**config.mk**
```make
export PLATFORM = sky130hd
export DESIGN_NAME = j1_irq_ctrl
export DESIGN_NICKNAME = d
export VERILOG_FILES = /design/src/rtl/j1_irq_ctrl.sv
export SDC_FILE = /design/constraint.sdc
export NUM_CORES = 1
export LEC_CHECK = 0
export ABC_AREA = 1
export CELL_PAD_IN_SITES_DETAIL_PLACEMENT = 1
export CELL_PAD_IN_SITES_GLOBAL_PLACEMENT = 2
export CORE_ASPECT_RATIO = 0.7
export CORE_UTILIZATION = 35
export DETAILED_ROUTE_END_ITERATION = 6
export DONT_BUFFER_PORTS = 1
export PLACE_DENSITY = 0.86
export SLEW_MARGIN = 10
export SYNTH_ARGS = -nofsm -noshare
export SYNTH_HDL_FRONTEND = slang
export SYNTH_SLANG_ARGS = --single-unit
```
**constraint.sdc**
```tcl
create_clock -name clk -period 3.08 [get_ports clk]
set_input_delay 0 -clock clk [delete_from_list [all_inputs] [get_ports clk]]
set_output_delay 0 -clock clk [all_outputs]
set_load 0.05 [all_outputs]
```
**src/rtl/j1_irq_ctrl.sv**
```systemverilog
// Multi-source interrupt controller for the j1 core: edge latch, per-source mask, priority dispatch.
// Define IRQ_SYNC_EN to pass irq_src through a 2-flop synchronizer for asynchronous pin sources.
module j1_irq_ctrl #(
  parameter int          NSRC = 8,
  parameter logic [15:0] BASE = 16'h0100
) (
  input  logic            clk,
  input  logic            resetq,
  input  logic            io_rd,
  input  logic            io_wr,
  input  logic [15:0]     io_addr,
  input  logic [15:0]     io_wdata,
  output logic [15:0]     io_rdata,
  input  logic [NSRC-1:0] irq_src,
  input  logic            cpu_safe,
  output logic            interrupt
);

  localparam logic [1:0] S_DIS   = 2'd0;
  localparam logic [1:0] S_HOLD  = 2'd1;
  localparam logic [1:0] S_ARMED = 2'd2;

  logic [NSRC-1:0] src;
  logic [NSRC-1:0] prev;
  logic [NSRC-1:0] pending;
  logic [NSRC-1:0] enable;
  logic [NSRC-1:0] req;
  logic [NSRC-1:0] pend_set;
  logic [NSRC-1:0] w1c;
  logic [NSRC-1:0] dispatch_clr;
  logic [3:0]      cause;
  logic [3:0]      winner;
  logic [1:0]      state;
  logic [1:0]      state_nxt;
  logic            sel;
  logic            wr_pend;
  logic            wr_en;
  logic            wr_ctrl;
  logic            ctrl_set;
  logic            ctrl_clr;
  logic            unused_bits;

  // Lowest set index wins: source 0 has the highest priority.
  function automatic logic [3:0] first_set(input logic [NSRC-1:0] v);
    first_set = '0;
    for (int i = NSRC - 1; i >= 0; i--)
      if (v[i]) first_set = 4'(i);
  endfunction

  function automatic logic [NSRC-1:0] onehot(input logic [3:0] k);
    onehot = '0;
    for (int i = 0; i < NSRC; i++)
      onehot[i] = (4'(i) == k);
  endfunction

`ifdef IRQ_SYNC_EN
  logic [NSRC-1:0] sync_p0;
  logic [NSRC-1:0] sync_p1;

  always_ff @(posedge clk or negedge resetq) begin
    if (!resetq) begin
      sync_p0 <= '0;
      sync_p1 <= '0;
    end else begin
      sync_p0 <= irq_src;
      sync_p1 <= sync_p0;
    end
  end

  assign src = sync_p1;
`else
  assign src = irq_src;
`endif

  assign unused_bits = &{1'b0, io_addr[0], io_wdata};

  assign sel      = (io_addr[15:3] == BASE[15:3]);
  assign wr_pend  = io_wr & sel & (io_addr[2:1] == 2'd0);
  assign wr_en    = io_wr & sel & (io_addr[2:1] == 2'd1);
  assign wr_ctrl  = io_wr & sel & (io_addr[2:1] == 2'd3);
  assign ctrl_set = wr_ctrl & io_wdata[0];
  assign ctrl_clr = wr_ctrl & ~io_wdata[0];

  assign pend_set = src & ~prev;
  assign req      = pending & enable;
  assign winner   = first_set(req);
  assign w1c      = wr_pend ? io_wdata[NSRC-1:0] : '0;

  // A GIE clear written in the same ARMED cycle suppresses the dispatch.
  assign interrupt    = (state == S_ARMED) & (|req) & cpu_safe & ~ctrl_clr;
  assign dispatch_clr = interrupt ? onehot(winner) : '0;

  always_comb begin
    state_nxt = state;
    case (state)
      S_DIS:   if (ctrl_set) state_nxt = S_HOLD;
      S_HOLD:  state_nxt = ctrl_clr ? S_DIS : S_ARMED;
      S_ARMED: if (ctrl_clr || interrupt) state_nxt = S_DIS;
      default: state_nxt = S_DIS;
    endcase
  end

  always_ff @(posedge clk or negedge resetq) begin
    if (!resetq) begin
      prev    <= '0;
      pending <= '0;
      enable  <= '0;
      cause   <= '0;
      state   <= S_DIS;
    end else begin
      prev    <= src;
      pending <= (pending & ~w1c & ~dispatch_clr) | pend_set;
      if (wr_en) enable <= io_wdata[NSRC-1:0];
      if (interrupt) cause <= winner;
      state   <= state_nxt;
    end
  end

  always_comb begin
    io_rdata = '0;
    if (io_rd && sel) begin
      case (io_addr[2:1])
        2'd0: io_rdata[NSRC-1:0] = pending;
        2'd1: io_rdata[NSRC-1:0] = enable;
        2'd2: io_rdata[3:0]      = cause;
        default: begin
          io_rdata[0] = (state != S_DIS);
          io_rdata[1] = |req;
        end
      endcase
    end
  end

endmodule

```
==> out/results.tsv, run 1 <==
metric	value	unit
status	finished, violations left	
violations	DRC	
synthArstFlopShare	100	%
core_area	4430	um^2
max_slew_margin	35.8	%
cts-buffers-inserted	5	
dp_hpwl	3180	um
crit_path_start_kind	flop	
synth_top_area_share	44.1	%
syn_inst	223	
num_vias	1489	
finalCritPeriodShare	62.9	%
cts_tree	built	
wl	4310	um
grt_pass1_wl	7160	um
drive_above_1_share	10.2	%
numPortBuffers	0	
place_inst	282	
path_class	reg2out	
peakVddDrop	0.240	mV
rsz0062_at_grt	no	
crit_start	enable[5]$_DFFE_PN0P_	
die_h	59.4	um
crit_arrival	1940	ps
rr_startpoint	enable[0]$_DFFE_PN0P_	
synth_top_area_cell	dfrtp_1	
gr-total-overflow	0	
start_util	37.1	%
finalSetupViolations	0	
synth_common_cells	nand2_1, dfrtp_1, inv_1	
cp-end-kind	output port	
insertion_delay	290	ps
diodes	0	
drt_iter0_markers	70	
grt_max_degree	30	
yosysMostFrequentCell	nand2_1	
viasPerCell	4.80	
p_total	0.886	mW
synth_flop_cell	dfrtp_1	
r2r-end	pending[6]$_DFF_PN0_	
yosys_warnings	0	
slew_violations	0	
ys_ff_latch	29	
drc	12	
wire_per_inst	13.9	um
cts_max_level	2	
layout.nets	299	
finClkSkew	9.07	ps
synth_cell_type_count	23	
syn-cell-area	1650	um^2
cp-endpoint	io_rdata[1]	
crit_required	3080	ps
cellPowerDensity	431	nW/um^2
cts-root-buf	clkbuf_8	
num_io_pins	62	
grt_pass1_vias	1499	
hold_slack	48.1	ps
synth_edf_count	0	
fin_cells	310	
hold_viol	0	
place.gp.congestion	0.782	
maxCapViolations	0	
reg2reg_depth	8	
setup_tns	0	ps
die_w	84.0	um
syn_area_per_cell	7.38	um^2
min_period	1940	ps
rows	20	
hold_path_class	in2reg	
rrSetupSlack	1390	ps
cts.clk_slew.worst_paths	60	ps
clockBufferDepth	2	
die_area	4980	um^2
grtUsageTotal	19.4	%
ys_seq_area_share	44.1	%
cts.sinks	29	
p_leak	0.997	nW
antenna_found_initial	0	
syn2layout_area_growth	25.0	%
synth_area_leaders	dfrtp_1, nand2_1, inv_1	
fmax	0.517	GHz
dr.pass1.iters	6	
ant_nets	0	
worstMarginPinSlew	968	ps
crit_path_max_fanout	3	
## worst min-delay path by stage
stage | start | endpoint | slack, ps | cells past startpoint
CTS | cpu_safe | state[1]$_DFFE_PN0P_ | 40 | 2
finish | cpu_safe | state[1]$_DFFE_PN0P_ | 50 | 2
detailed placement | resetq | prev[4]$_DFF_PN0_ | -290 | 0
global placement | resetq | prev[4]$_DFF_PN0_ | -290 | 0
floorplan | resetq | cause[0]$_DFFE_PN0P_ | -300 | 0
global route | cpu_safe | state[1]$_DFFE_PN0P_ | 80 | 2
## per-stage QoR
stage	area, um^2	setup WS (ps)	util [%]
after floorplan	1670	1150	-
after global placement	1730	1390	39.0
after detailed placement	1730	1350	39.0
after CTS	2060	1130	46.4
after global routing	2060	1040	46.4
final	2060	1140	46.4
## power breakdown
part	switching (mW)	leakage, nW	internal (mW)	total, mW
Sequential	0.00151	0.345	0.386	0.388
Combinational	0.0526	0.595	0.0259	0.0786
Clock	0.157	0.0574	0.263	0.420
Total	0.211	0.997	0.675	0.886
## sequential cells by signal, summed over array words and instances (netlist names)
signal	cells
prev	8
enable	8
state	2
cause	3
pending	8
## cell families (layout without fill, tap and decap cells)
group,Yosys count,after routing,synth area share (%)
AO/OA/AOI/OAI,35,35,13.2
buffers and inverters,37,62,10.7
AND/OR/NAND/NOR,121,121,31.7
other,1,8,0.228
flip-flops,29,29,44.1
## layout by cell type (no fill, tap or decap), types with 2 or more instances in the layout
master and instances:
nand2_1 84, dfrtp_1 29, inv_1 28, nor2_1 19
dlygate4sd3_1 19, o21ai_0 16, conb_1 8, o21a_1 6
clkbuf_8 6, buf_4 6, nor2_2 5, a21oi_1 5
nand3_1 4, nand4_1 4, nand3_4 2, o21ai_1 2
a311oi_2 2
## layer usage
layer	global-route usage (%)	part of all wire [%]
met1	25.6	50
met2	32.4	45
met3	5.01	4.4
met4	5.17	0.58
met5	0	0
## repair_timing
item	in CTS	in global routing
endpoints found under the setup margin	0	0
gates resized for setup	0	0
hold buffers	20	0
buffers inserted	0	0
hold endpoints to repair	54	0
## cell type report
class	count	area, um^2
Timing Repair Buffer	26	255
Clock buffer	6	82.6
Clock inverter	2	37.5
Tap cell	55	68.8
Fill cell	571	2370
Inverter	28	105
Multi-Input combinational cell	164	782
Sequential cell	29	726
## critical path: stages (launching register included)
cell,delay [ps]
dfrtp_1,380
nand2_1,120
nand2_1,110
nor2_1,90
nand2_1,80
nor2_1,50
a311oi_2,830
No activity file was read; power rests on OpenSTA's default activity.
==> run 2, diff against run 1 <==
ABC_AREA = 0   (was 1)
CORE_UTILIZATION = 34   (was 35)
PLACE_DENSITY = 0.79   (was 0.86)
clock period = 1.55 ns   (was 3.08 ns; I/O delays follow)
==> out/results.tsv, run 2 <==
metric	value	unit	change
peakVddDrop	0.421	mV	+76%
insertion_delay	280	ps	about the same
layout_common_cells	buf_4, dfrtp_1, dlygate4sd3_1		
crit_path_max_fanout	5		+2
reg2reg_depth	5		-3
crit_arrival	1900	ps	-40 ps
hp-start	io_wdata[6]		
crit_required	1720	ps	-1360 ps
syn_inst	176		-21%
place.gp.congestion	0.834		+6.7%
final_util	54.5	%	+8.0 points
dpl_worst_slack	-338	ps	-1690 ps
antenna_found_initial	0		unchanged
synth_top_area_share	39.5	%	-4.6 points
wl	5900	um	+37%
grt_pass1_vias	1797		+20%
muxShareOfSynthArea	12.0	%	+12 points
syn-cell-area	1840	um^2	+12%
p_leak	1.17	nW	+17%
grt_max_degree	30		unchanged
maxCapViolations	0		unchanged
crit_start	pending[1]$_DFF_PN0_		
synth_edf_count	0		unchanged
dr.pass1.iters	4		-2
yosysMostFrequentCell	dfrtp_1		
synth-simple-area-share	21.2	%	-11 points
crit_buf_inv	1		+1
reg.largest.list	enable: 8 flops, pending: 8 flops, prev: 8 flops		
critical_path_depth	5		-1
crit_path_max_incr_delay	440	ps	-390 ps
place_inst	277		-1.8%
die_area	5710	um^2	+14%
dp_hpwl	4060	um	+28%
hold_viol	0		unchanged
start_util	36.8	%	-0.35 points
ys_seq_area_share	39.5	%	-4.6 points
clockBufferDepth	2		unchanged
synth_cell_type_count	45		+96%
ant_nets	0		unchanged
die_w	89.9	um	+7.0%
synth_compound_area_share	20.5	%	+7.3 points
diodes	0		unchanged
synth_area_leaders	dfrtp_1, mux2_4, o31ai_2		
crit_path_top_delay_cell	dfrtp_2		
cts-root-buf	clkbuf_8		
cts.sinks	29		unchanged
rows	21		+5.0%
drt_iter0_markers	83		+19%
ys_ff_latch	29		unchanged
rsz0062_at_grt	yes		
cts_tree	built		
crit_family	compound AO/OA/AOI/OAI gates		
hold_depth	3		+1
synthArstFlopShare	100	%	unchanged
numPortBuffers	0		unchanged
finalCritPeriodShare	112	%	
grt_pass1_wl	9260	um	+29%
fmax	0.577	GHz	
fin_cells	317		+2.3%
gr-total-overflow	0		unchanged
hold_path_class	in2reg		
core_area	4990	um^2	+13%
num_io_pins	62		unchanged
slew_violations	0		unchanged
cts-buffers-inserted	5		unchanged
rr_startpoint	pending[1]$_DFF_PN0_		
viasPerCell	5.23		+8.8%
synth_top_area_cell	dfrtp_1		
path_class	reg2reg		
min_period	1730	ps	
crit_path_start_kind	flop		
synth_flop_cell	dfrtp_1		
finalSetupViolations	10		+10
die_h	63.5	um	+7.0%
layout.nets	292		-2.3%
final_common_cell	buf_4		
hold_slack	4.70	ps	-43.4 ps
synth_xor_area_share	0	%	unchanged
violations	setup timing		
num_vias	1657		+11%
wire_per_inst	18.6	um	+34%
fin_ws	-183	ps	-1330 ps
yosys_warnings	0		unchanged
path_cells	buf_6 -> a22o_4 -> a311o_1 -> and2_4 -> mux2_4		
syn_area_per_cell	10.4	um^2	+41%
cellPowerDensity	570	nW/um^2	+32%
synth_top_family_by_area	simple AND/OR/NAND/NOR gates		
yosys.area_share.adder	0	%	unchanged
cts.clk_slew.worst_paths	60	ps	about the same
p_total	1.55	mW	+75%
syn2layout_area_growth	48.0	%	
synth_common_cells	dfrtp_1, nand2_1, nand2b_1		
drive_above_1_share	42.7	%	+33 points
grtUsageTotal	21.4	%	+2.0 points
cp-end-kind	flop		
drc	0		-12
finClkSkew	3.57	ps	-5.50 ps
status	finished, violations left		
cts_max_level	2		unchanged
==> run 2: changes by cell type in the layout (fill, tap and decap cells not counted), sizes merged, moves of 13 or more <==
cell	previous run	this run
o21ai	18	3
buf	7	51
nand2	84	17
nand2b	0	13
inv	28	5
nor2	24	11
==> run 2: cell type report <==
class,instances,area [um^2]
Inverter,5,18.8
Clock buffer,8,80.1
Sequential cell,29,728
Timing Repair Buffer,70,674
Tap cell,69,86.3
Fill cell,546,2270
Multi-Input combinational cell,136,1130
==> run 2: repair_timing <==
| item | in CTS | in global routing |
|---|---|---|
| buffers inserted | 9 | 3 |
| gates resized for setup | 21 | 5 |
| endpoints found under the hold margin | 53 | 0 |
| setup endpoints to repair | 15 | 16 |
| hold buffers | 20 | 0 |
| pin swaps | 7 | 6 |
==> run 2: stage by stage <==
step	cell area (um^2)	setup TNS, ps
floorplan	1890	-2520
global placement	2220	-2240
detailed placement	2220	-3320
CTS	2670	-1020
global route	2720	-1500
finish	2720	-1070
==> run 2: tightest hold or removal path: cells and delay by family <==
family | cells | cell delay (ps)
AOI/OAI and AO/OA | 2 | 210
and+or+nand+nor | 1 | 40
==> run 2: worst paths after layout <==
check | end | slack (ps)
max reg2reg | cause[0]$_DFFE_PN0P_ | -180
min | pending[6]$_DFF_PN0_ | 5
max in group asynchronous | pending[1]$_DFF_PN0_ | 1210
min reg2reg | pending[1]$_DFF_PN0_ | 430
max | cause[0]$_DFFE_PN0P_ | -180
min in group asynchronous | prev[6]$_DFF_PN0_ | 150
==> run 2: logic make-up (layout without fill, tap and decap cells) <==
family,Yosys count,after routing
buffers and inverters,18,83
multiplexers,17,17
flip-flops,29,29
AND/OR/NAND/NOR,65,65
other,1,8
AO/OA/AOI/OAI,46,46
==> run 2: layer usage <==
metal,vias up,wire length (um),track usage [%]
li1,778,-,-
met1,835,2710,27.2
met2,37,2890,36.1
met3,7,244,5.68
met4,0,59,6.25
met5,-,0,0
==> run 2: power breakdown <==
group | leakage (nW) | switching [mW] | internal [mW]
registers | 0.343 | 0.00259 | 0.768
logic | 0.786 | 0.109 | 0.0677
clock network | 0.0395 | 0.284 | 0.318
==> run 3, diff against run 2 <==
CTS_BUF_LIST = sky130_fd_sc_hd__clkbuf_8 sky130_fd_sc_hd__clkbuf_16   (was unset)
==> out/results.tsv, run 3 (synthesis results as in run 2) <==
metric	value	unit	change
status	finished, violations left		
violations	setup timing		
finalSetupViolations	10		unchanged
numPortBuffers	0		unchanged
grt_max_degree	30		unchanged
placed_area	2220	um^2	unchanged
num_io_pins	62		unchanged
power.share.sequential	50.4	%	+0.7 points
clockBufferDepth	2		unchanged
place.gp.congestion	0.834		unchanged
fmax	0.580	GHz	+0.59%
fin_ws	-173	ps	+10.2 ps
reg.largest.list	enable: 8 flops, pending: 8 flops, prev: 8 flops		
drc	0		unchanged
crit_path_max_fanout	5		unchanged
viasPerCell	5.24		+0.18%
min_period	1720	ps	-10.2 ps
num_vias	1660		+0.18%
diodes	0		unchanged
grt_pass1_vias	1797		unchanged
switching_share	25.8	%	+0.25 points
clkPwrFrac	38.0	%	-0.9 points
grtUsageTotal	21.4	%	unchanged
syn2layout_area_growth	48.0	%	unchanged
gr-total-overflow	0		unchanged
cts_max_level	2		unchanged
p_total	1.53	mW	-1.4%
crit_required	1720	ps	about the same
combPwrFrac	11.6	%	+0.2 points
insertion_delay	280	ps	about the same
drive_above_1_share	42.7	%	unchanged
p_leak	1.18	nW	+1.1%
path_cells	buf_6 -> a22o_4 -> a311o_1 -> and2_4 -> mux2_4		
die_w	89.9	um	unchanged
dr.pass1.iters	4		unchanged
rows	21		unchanged
hold_path_class	in2reg		
setup_tns	-1010	ps	+58.5 ps
start_util	36.8	%	unchanged
ant_nets	0		unchanged
cts.sinks	29		unchanged
wire_per_inst	18.6	um	-0.20%
layout_common_cells	buf_4, dfrtp_1, dlygate4sd3_1		
path_class	reg2reg		
antenna_found_initial	0		unchanged
wl	5890	um	-0.20%
cts-root-buf	clkbuf_8		
crit_path_start_kind	flop		
final_common_cell	buf_4		
drt_iter0_markers	82		-1.2%
grt_pass1_wl	9260	um	unchanged
crit_buf_inv	1		unchanged
maxCapViolations	0		unchanged
layout.nets	292		unchanged
cts-buffers-inserted	5		unchanged
cellPowerDensity	562	nW/um^2	-1.4%
crit_path_top_delay_cell	dfrtp_2		
p_int	1.13	mW	-1.7%
peakVddDrop	0.402	mV	-4.5%
finalCritPeriodShare	111	%	-0.66 points
slew_violations	0		unchanged
core_area	4990	um^2	unchanged
cts.clk_slew.worst_paths	60	ps	about the same
crit_family	compound AO/OA/AOI/OAI gates		
die_area	5710	um^2	unchanged
die_h	63.5	um	unchanged
design_area	2720	um^2	unchanged
p_switching	0.394	mW	-0.45%
hold_viol	0		unchanged
fill_cells	546		unchanged
rsz0062_at_grt	yes		
crit_arrival	1890	ps	about the same
crit_path_max_incr_delay	440	ps	about the same
dp_hpwl	4060	um	unchanged
cts_tree	built		
finClkSkew	3.45	ps	-0.120 ps
cp-end-kind	flop		
run 3: changes by cell type in the layout (fill, tap and decap cells not counted), sizes merged:
cell,before,now
clkbuf,8,5
inv,5,8
run 3: worst reg2reg max path, delay by kind of cell, from the launching register on:
family	cells	cell delay [ps]
multiplexers	1	250
AND/OR/NAND/NOR	1	190
AO/OA/AOI/OAI	2	590
flip-flops	1	440
buffers and inverters	1	130
run 3: path summary, 6_finish.rpt:
| kind | cells past startpoint | start | slack [ps] | end |
|---|---|---|---|---|
| max in group asynchronous | 2 | resetq | 1210 | enable[1]$_DFFE_PN0P_ |
| worst min-delay path | 3 | io_wdata[6] | 6 | pending[6]$_DFF_PN0_ |
| min in group asynchronous | 2 | resetq | 150 | prev[6]$_DFF_PN0_ |
| worst max-delay path | 5 | pending[1]$_DFF_PN0_ | -170 | cause[0]$_DFFE_PN0P_ |
| worst max register to register | 5 | pending[1]$_DFF_PN0_ | -170 | cause[0]$_DFFE_PN0P_ |
| worst min register to register | 1 | prev[1]$_DFF_PN0_ | 430 | pending[1]$_DFF_PN0_ |
run 3: layout make-up:
cell class	instances	area (um^2)	share of cell area, %
multi-input cells	136	1130	41.6
flip-flops and latches	29	728	26.8
repair buffers	70	674	24.8
well taps	69	86.3	3.18
clock buffers	5	68.8	2.53
inverters	5	18.8	0.690
clock inverters	3	11.3	0.414
run 3: what timing repair did:
| action | in CTS | in global routing |
|---|---|---|
| gates resized for setup | 21 | 5 |
| setup endpoints to repair | 15 | 16 |
| hold endpoints to repair | 53 | 0 |
| pin swaps | 7 | 6 |
| buffers inserted | 9 | 3 |
| hold buffers | 20 | 0 |
run 3: power by group through the flow:
| stage | clock network [mW] | registers [mW] | logic (mW) |
|---|---|---|---|
| global placement | 0 | 0.784 | 0.103 |
| detailed placement | 0 | 0.785 | 0.106 |
| finish | 0.581 | 0.770 | 0.177 |
| CTS | 0.612 | 0.770 | 0.176 |
| floorplan | 0 | 0.783 | 0.116 |
| global route | 0.641 | 0.771 | 0.189 |
run 3: through the flow:
stage / worst slack, ps / std cells / hold slack, ps / utilization, %
CTS: -180 / 314 / 1.30 / 53.5
global placement: -209 / 277 / -295 / 44.5
floorplan: -172 / 183 / -296 / -
finish: -173 / 317 / 5.66 / 54.5
detailed placement: -338 / 277 / -295 / 44.5
global route: -228 / 317 / 20.6 / 54.5
run 3: layer usage:
| layer | up-vias | global-route usage (%) | part of all wire [%] |
|---|---|---|---|
| met5 | - | 0 | 0 |
| met4 | 0 | 6.25 | 1.3 |
| met3 | 8 | 5.68 | 4.5 |
| met2 | 44 | 36.1 | 49 |
| met1 | 829 | 27.2 | 46 |
| li1 | 779 | - | - |
